`config.mk`:
```
export PLATFORM = sky130hd
export DESIGN_NAME = fifo_write_arbiter
export DESIGN_NICKNAME = d
export VERILOG_FILES = /design/src/rtl/fifo_write_arbiter.sv
export SDC_FILE = /design/constraint.sdc
export NUM_CORES = 1
export LEC_CHECK = 0
export BUFFER_PORTS_ARGS = -buffer_cell sky130_fd_sc_hd__buf_2
export CORE_ASPECT_RATIO = 0.5
export CORE_UTILIZATION = 30
export DETAILED_ROUTE_END_ITERATION = 10
export HOLD_SLACK_MARGIN = 0.06
export PLACE_DENSITY = 0.71
export SLEW_MARGIN = 20
export SYNTH_ARGS = -nofsm -noshare
export SYNTH_HDL_FRONTEND = slang
export SYNTH_SLANG_ARGS = --single-unit
```
`constraint.sdc`:
```
create_clock -name wr_clk -period 3.2 [get_ports wr_clk]
set_input_delay 0.48 -clock wr_clk [delete_from_list [all_inputs] [get_ports wr_clk]]
set_output_delay 0.48 -clock wr_clk [all_outputs]
set_load 0.02 [all_outputs]
```
`src/rtl/fifo_write_arbiter.sv`:
```
// fifo_write_arbiter: round-robin arbiter that merges packet bursts from
// several requesters into one FIFO write port, holding each grant until the
// packet ends or MAX_BURST beats have been written.
module fifo_write_arbiter #(
  parameter int unsigned NUM_REQ    = 4,
  parameter int unsigned DATA_WIDTH = 8,
  parameter int unsigned MAX_BURST  = 8
) (
  input  logic                            wr_clk,
  input  logic                            reset,
  input  logic [NUM_REQ-1:0]              req_valid,
  input  logic [NUM_REQ*DATA_WIDTH-1:0]   req_data,
  input  logic [NUM_REQ-1:0]              req_last,
  output logic [NUM_REQ-1:0]              req_ready,
  input  logic                            Wr_full,
  output logic                            Wr_en,
  output logic [DATA_WIDTH-1:0]           wr_data,
  output logic [$clog2(NUM_REQ)-1:0]      grant_id,
  output logic                            busy
);

  localparam int unsigned GW = $clog2(NUM_REQ);
  localparam int unsigned CW = $clog2(MAX_BURST + 1);

  typedef enum logic {
    IDLE  = 1'b0,
    BURST = 1'b1
  } state_t;

  state_t          state;
  logic [GW-1:0]   last_grant;
  logic [CW-1:0]   beat_cnt;

  logic [GW-1:0]   pick;
  logic            any_valid;
  logic            sel_valid;
  logic            sel_last;
  logic            xfer;
  logic            burst_end;

  // Reset overrides the registered state so nothing leaks out while held.
  assign busy      = (state == BURST) & ~reset;
  assign any_valid = |req_valid;
  assign xfer      = busy & sel_valid & ~Wr_full;
  assign Wr_en     = xfer;
  assign burst_end = xfer & (sel_last | (beat_cnt == CW'(MAX_BURST - 1)));

  // Route the grantee's valid, last and data onto the FIFO side.
  always_comb begin
    sel_valid = 1'b0;
    sel_last  = 1'b0;
    wr_data   = '0;
    for (int i = 0; i < int'(NUM_REQ); i++) begin
      if (grant_id == GW'(i)) begin
        sel_valid = req_valid[i];
        sel_last  = req_last[i];
        wr_data   = req_data[i*DATA_WIDTH +: DATA_WIDTH];
      end
    end
  end

  // Only the grantee sees ready, and only when the FIFO can take a beat.
  always_comb begin
    req_ready = '0;
    for (int i = 0; i < int'(NUM_REQ); i++) begin
      req_ready[i] = busy & ~Wr_full & (grant_id == GW'(i));
    end
  end

  // Round-robin pick: scan downward so the nearest index after last_grant wins.
  always_comb begin
    int unsigned   cand;
    logic [GW-1:0] cidx;
    pick = '0;
    cand = 0;
    cidx = '0;
    for (int k = int'(NUM_REQ); k >= 1; k--) begin
      cand = (32'(last_grant) + 32'(k)) % NUM_REQ;
      cidx = GW'(cand);
      if (req_valid[cidx]) begin
        pick = cidx;
      end
    end
  end

  // Arbitration FSM: IDLE picks a grantee, BURST streams until last or limit.
  always_ff @(posedge wr_clk) begin
    if (reset) begin
      state      <= IDLE;
      beat_cnt   <= '0;
      grant_id   <= '0;
      last_grant <= GW'(NUM_REQ - 1);
    end else begin
      case (state)
        IDLE: begin
          if (any_valid) begin
            grant_id <= pick;
            beat_cnt <= '0;
            state    <= BURST;
          end
        end
        BURST: begin
          if (xfer) begin
            beat_cnt <= beat_cnt + CW'(1);
            if (burst_end) begin
              state      <= IDLE;
              last_grant <= grant_id;
            end
          end
        end
        default: state <= IDLE;
      endcase
    end
  end

endmodule

```
==> results_dict.tcl, run 1 <==
set metrics [dict create \
    outcome "complete, no violations" \
    clk_pin_slew_ns 0.04 \
    critPathKind "reg2out" \
    clk_latency_ns 0.24 \
    syn-cell-area_um2 795 \
    root_buffer "clkbuf_8" \
    skew_ns 0.000467 \
    async_reset_ff_share_pct 0 \
    period_minus_slack_ns 2.33 \
    cts_buffer_depth 2 \
    finalHoldViolCount 0 \
    drtIter0Drc 39 \
    p_leak_nw 0.555 \
    synth_edf_count 0 \
    final_cell_mix "buf_2 (58), dfxtp_1 (9), mux4_2 (8), nor2_1 (8), a21oi_1 (6)" \
    drv_cap 0 \
    critical_path_arrival_ns 1.85 \
    wire_per_inst_um 11.9 \
    reg2reg_setup_slack_ns 1.36 \
    firstDrtPassIters 4 \
    drive_above_1_share_pct 55.2 \
    cts-resized-gates 0 \
    final.setup.tns_ns 0 \
    routed_wl_um 2120 \
    fillCellCount 223 \
    fin_crit_sh_pct 72.8 \
    postLayoutCellArea_um2 1170 \
    fp.dieH_um 38.4 \
    hpwl_um 1700 \
    grt_pass1_vias 714 \
    holdPathEnd "beat_cnt[3]" \
    syn_nets 127 \
    via_per_inst 4.85 \
    seq_area_um2 180 \
    worstRegToRegCells 6 \
    powerDensity_nw_per_um2 343 \
    grt_pass1_wl_um 3080 \
    postRouteAntennaNets 0 \
    die_area_um2 2870 \
    area_growth_syn_to_layout_pct 47.2 \
    synth_seq_area_share_pct 22.7 \
    die_w_um 74.8 \
    rsz0062_at_grt "no" \
    diodes 0 \
    slowest_stage "dfxtp_1" \
    synth_cell_types 36 \
    drc_errors 0 \
    synth-seq-cells 9 \
    core_area_um2 2360 \
    min_path_type "reg2reg" \
    mostFrequentLayoutCell "buf_2" \
    cts_tree "built" \
    critPathMaxStageDelay_ns 0.57 \
    grt_overflow 0 \
    crit_start "grant_id[0]" \
    worstReg2RegEnd "beat_cnt[1]" \
    vdd_drop_max_mv 0.108 \
    worstReg2RegStart "grant_id[0]" \
    fmax_ghz 0.430 \
    h-tree-depth 1 \
    antenna_found_initial 0 \
    grt_max_degree 16 \
    io_buffer_count 58 \
    cts_made_buffers 3 \
    cts_hold_buf 0 \
    row_count 12 \
    yosysWarnings 0 \
    tightest_slew_ns 0.447 \
    path_cells "buf_4, nor2_1, o21ai_1, a32oi_4, inv_4, buf_2" \
    cp_max_fo 13 \
    place.gp.congestion 0.865 \
    avgSynthCellArea_um2 9.57 \
    fin_nets 188 \
    vias 864 \
    pin_count 59 \
    initial_core_util_pct 33.7 \
    hold_depth 1 \
    placedInstanceArea_um2 1120 \
    grt_use_total_pct 15.1 \
    post_cts_buffers 0 \
    yosys_most_used_dff "dfxtp_1" \
    syn_inst 83 \
    cp_num_buf_inv 3 \
    slew_headroom_pct 69.4 \
    min_from "beat_cnt[3]" \
    drv_slew 0 \
    clkSinkCount 9 \
    multi_input_area_um2 571 \
    cp.required_ns 2.72 \
    setup_viol 0 \
    critical-path-top-delay-family "flip-flops" \
    end_kind "output port" \
    worst_setup_path_start_kind "register" \
]
-- through the flow --
stage / instances / power [mW] / hold WS [ns] / setup slack, ns / util, %
floorplan: 83 / 0.215 / 0.447 / 1.20 / -
global placement: 174 / 0.269 / 0.479 / 1.15 / 47.7
detailed placement: 174 / 0.270 / 0.474 / 1.08 / 47.7
CTS: 178 / 0.405 / 0.487 / 0.841 / 49.6
global route: 178 / 0.424 / 0.517 / 0.726 / 49.6
finish: 178 / 0.401 / 0.481 / 0.872 / 49.6
-- kinds of logic after synthesis --
kind of cell	count (synthesis)	synth area share (%)
compound gates	26	24.1
fa+ha+maj	1	1.57
buf+inv	10	5.51
flops	9	22.7
mux	11	27.1
simple gates	26	19.1
-- layer usage --
layer	part of all wire [%]	GRT usage (%)
met3	7.6	5.00
met5	0	0
met2	43	25.0
met1	48	17.4
met4	1.7	8.49
-- cell usage after synthesis (2+ instances only) --
cell	count	area share, %
dfxtp_1	9	23
mux4_2	8	23
nor2_1	8	3.8
a21oi_1	6	3.8
inv_1	5	2.4
nand2_1	5	2.4
o21ai_1	4	2.5
buf_2	3	1.9
nor3_1	3	1.9
o21ai_0	3	1.9
and3_1	2	1.6
mux2i_1	2	2.5
o211ai_1	2	1.9
-- worst max path at each step --
stage	slack, ns	depth (start not counted)	end
floorplan	1.20	3	wr_data[4]
global placement	1.15	6	Wr_en
detailed placement	1.08	6	Wr_en
CTS	0.84	6	Wr_en
global route	0.73	6	Wr_en
finish	0.87	6	Wr_en
-- state kept, by name, summed over array words and instances, names as in the netlist --
signal      count
beat_cnt        4
grant_id        2
last_grant      2
state           1
-- where the power goes --
part | leakage [nW] | total (mW) | switching, mW | internal, mW
Sequential | 0.0734 | 0.126 | 0.00955 | 0.117
Clock | 0.0228 | 0.133 | 0.0465 | 0.0869
Combinational | 0.459 | 0.141 | 0.0710 | 0.0704
-- layout make-up --
| cell class | instances | area share (%) |
|---|---|---|
| multi-input combinational | 64 | 48.8 |
| sequential | 9 | 15.4 |
| timing repair buffer | 60 | 26.1 |
| tap | 35 | 3.74 |
| inverter | 6 | 2.14 |
| clock buffer | 4 | 3.85 |
(Power assumes the default switching activity.)
==> run 2: changes to the inputs <==
clock period = 2.2 ns   (was 3.2 ns; I/O delays follow)
==> run 2 against run 1 <==
Compared with the run above:
- worst setup slack worse by 0.63 ns
- first-iteration DRC count is 31% lower
- hold slack worse by 0.098 ns
- largest power group unchanged
- largest cell class unchanged
- highest routed layer unchanged
- cell count is 0.56% higher
- routed wire length is 5.5% higher
- global-route usage is 0.27 points higher
- utilization is 0.37 points higher
- critical path type unchanged
- via count is 2.9% higher
==> results_dict.tcl, run 2 (synthesis results as in run 1) <==
set metrics [dict create \
    p_leak_nw 0.563 \
    clkSinkCount 9 \
    postLayoutCellArea_um2 1180 \
    critical_path_arrival_ns 1.62 \
    cts_made_buffers 3 \
    setup_viol 0 \
    clk_latency_ns 0.24 \
    grt_overflow 0 \
    reg.largest.list "beat_cnt x4, grant_id x2, last_grant x2" \
    pre_cts_ws_ns 0.451 \
    fin_ws_ns 0.245 \
    final_cells 179 \
    clk_pin_slew_ns 0.05 \
    period_minus_slack_ns 1.95 \
    postRouteAntennaNets 0 \
    placedInstanceArea_um2 1130 \
    slew_headroom_pct 74.7 \
    worstRegToRegCells 6 \
    drive_above_1_share_pct 56.3 \
    fillCellCount 224 \
    worstReg2RegStart "grant_id[0]" \
    final_cell_mix "buf_2 (58), dfxtp_1 (9), mux4_2 (8), nor2_1 (8), a21oi_1 (6)" \
    cts_hold_buf 0 \
    dp_cells 175 \
    hpwl_um 1800 \
    regMostFlops "beat_cnt" \
    largest_reg_flops 4 \
    rsz0062_at_grt "no" \
    vdd_drop_max_mv 0.260 \
    min_path_type "in2reg" \
    initial_core_util_pct 33.7 \
    mostFrequentLayoutCell "buf_2" \
    row_count 12 \
    routed_wl_um 2230 \
    die_w_um 74.8 \
    area_growth_syn_to_layout_pct 48.3 \
    via_per_inst 4.97 \
    fin_nets 189 \
    final.setup.tns_ns 0 \
    fmax_ghz 0.512 \
    place.gp.congestion 0.870 \
    grt_use_total_pct 15.3 \
    skew_ns 0.00410 \
    drtIter0Drc 27 \
    worstReg2RegEnd "beat_cnt[1]" \
    core_area_um2 2360 \
    post_cts_buffers 0 \
    drc_errors 0 \
    fin_crit_sh_pct 88.9 \
    powerDensity_nw_per_um2 497 \
    die_area_um2 2870 \
    tightest_slew_ns 0.369 \
    min_from "reset" \
    cts-resized-gates 0 \
    end_kind "output port" \
    hold_depth 2 \
    antenna_found_initial 0 \
    cp.required_ns 1.87 \
    diodes 0 \
    outcome "complete, no violations" \
    cts_buffer_depth 2 \
    grt_pass1_vias 740 \
    grt_pass1_wl_um 3150 \
    worst_setup_path_start_kind "register" \
    h-tree-depth 1 \
    cts_tree "built" \
    reg2reg_setup_slack_ns 0.57 \
    holdPathEnd "state" \
    vias 889 \
    drv_slew 0 \
    cp_max_fo 9 \
    grt_max_degree 20 \
    io_buffer_count 58 \
    critPathKind "reg2out" \
    root_buffer "clkbuf_8" \
    drv_cap 0 \
    firstDrtPassIters 4 \
    wire_per_inst_um 12.5 \
    finalHoldViolCount 0 \
    fp.dieH_um 38.4 \
    pin_count 59 \
]
-- run 2: changes by cell type in the layout (fill, tap and decap cells not counted), sizes merged --
cell | before | now
clkinv | 0 | 1
clkbuf | 4 | 3
buf | 60 | 61
-- run 2: layout make-up --
cell class | count | area (um^2) | share of cell area (%)
inverter | 6 | 25.0 | 2.12
multi-input combinational | 64 | 571 | 48.4
clock inverter | 1 | 5.00 | 0.425
tap | 35 | 43.8 | 3.72
sequential | 9 | 180 | 15.3
clock buffer | 3 | 41.3 | 3.50
timing repair buffer | 61 | 313 | 26.5
-- run 2: report_power, final --
| group | total [mW] | switching, mW | internal (mW) |
|---|---|---|---|
| logic | 0.215 | 0.111 | 0.104 |
| clock network | 0.194 | 0.0698 | 0.124 |
| registers | 0.177 | 0.00696 | 0.170 |
| total | 0.585 | 0.188 | 0.397 |
-- run 2: worst max-delay path by stage --
stage | startpoint | endpoint | slack [ns] | depth (start not counted)
global placement | reset | Wr_en | 0.50 | 6
CTS | state | Wr_en | 0.24 | 5
finish | state | Wr_en | 0.25 | 5
floorplan | grant_id[0] | wr_data[4] | 0.35 | 3
global route | state | Wr_en | 0.13 | 5
detailed placement | reset | Wr_en | 0.45 | 6
-- run 2: layer usage --
metal	share of wire, %	wire length (um)	track usage, %	up-vias
met3	7.0	156	3.42	4
met5	0	0	0	-
met2	46	1030	28.4	37
met1	45	1010	16.7	404
li1	-	-	-	444
met4	1.7	38	8.49	0
-- run 2: through the flow --
stage	utilization, %	total power, mW	hold slack [ns]
3_3_place_gp	48.0	0.392	0.482
5_1_grt	50.0	0.620	0.391
4_1_cts	50.0	0.591	0.374
2_1_floorplan	-	0.313	0.399
3_5_place_dp	48.0	0.395	0.481
6_report	50.0	0.585	0.382
-- run 2: critical path: stages, from the launching register on --
cell,delay [ns]
dfxtp_1,0.43
nor3b_4,0.34
and3_4,0.25
a32oi_4,0.10
inv_4,0.11
buf_2,0.16
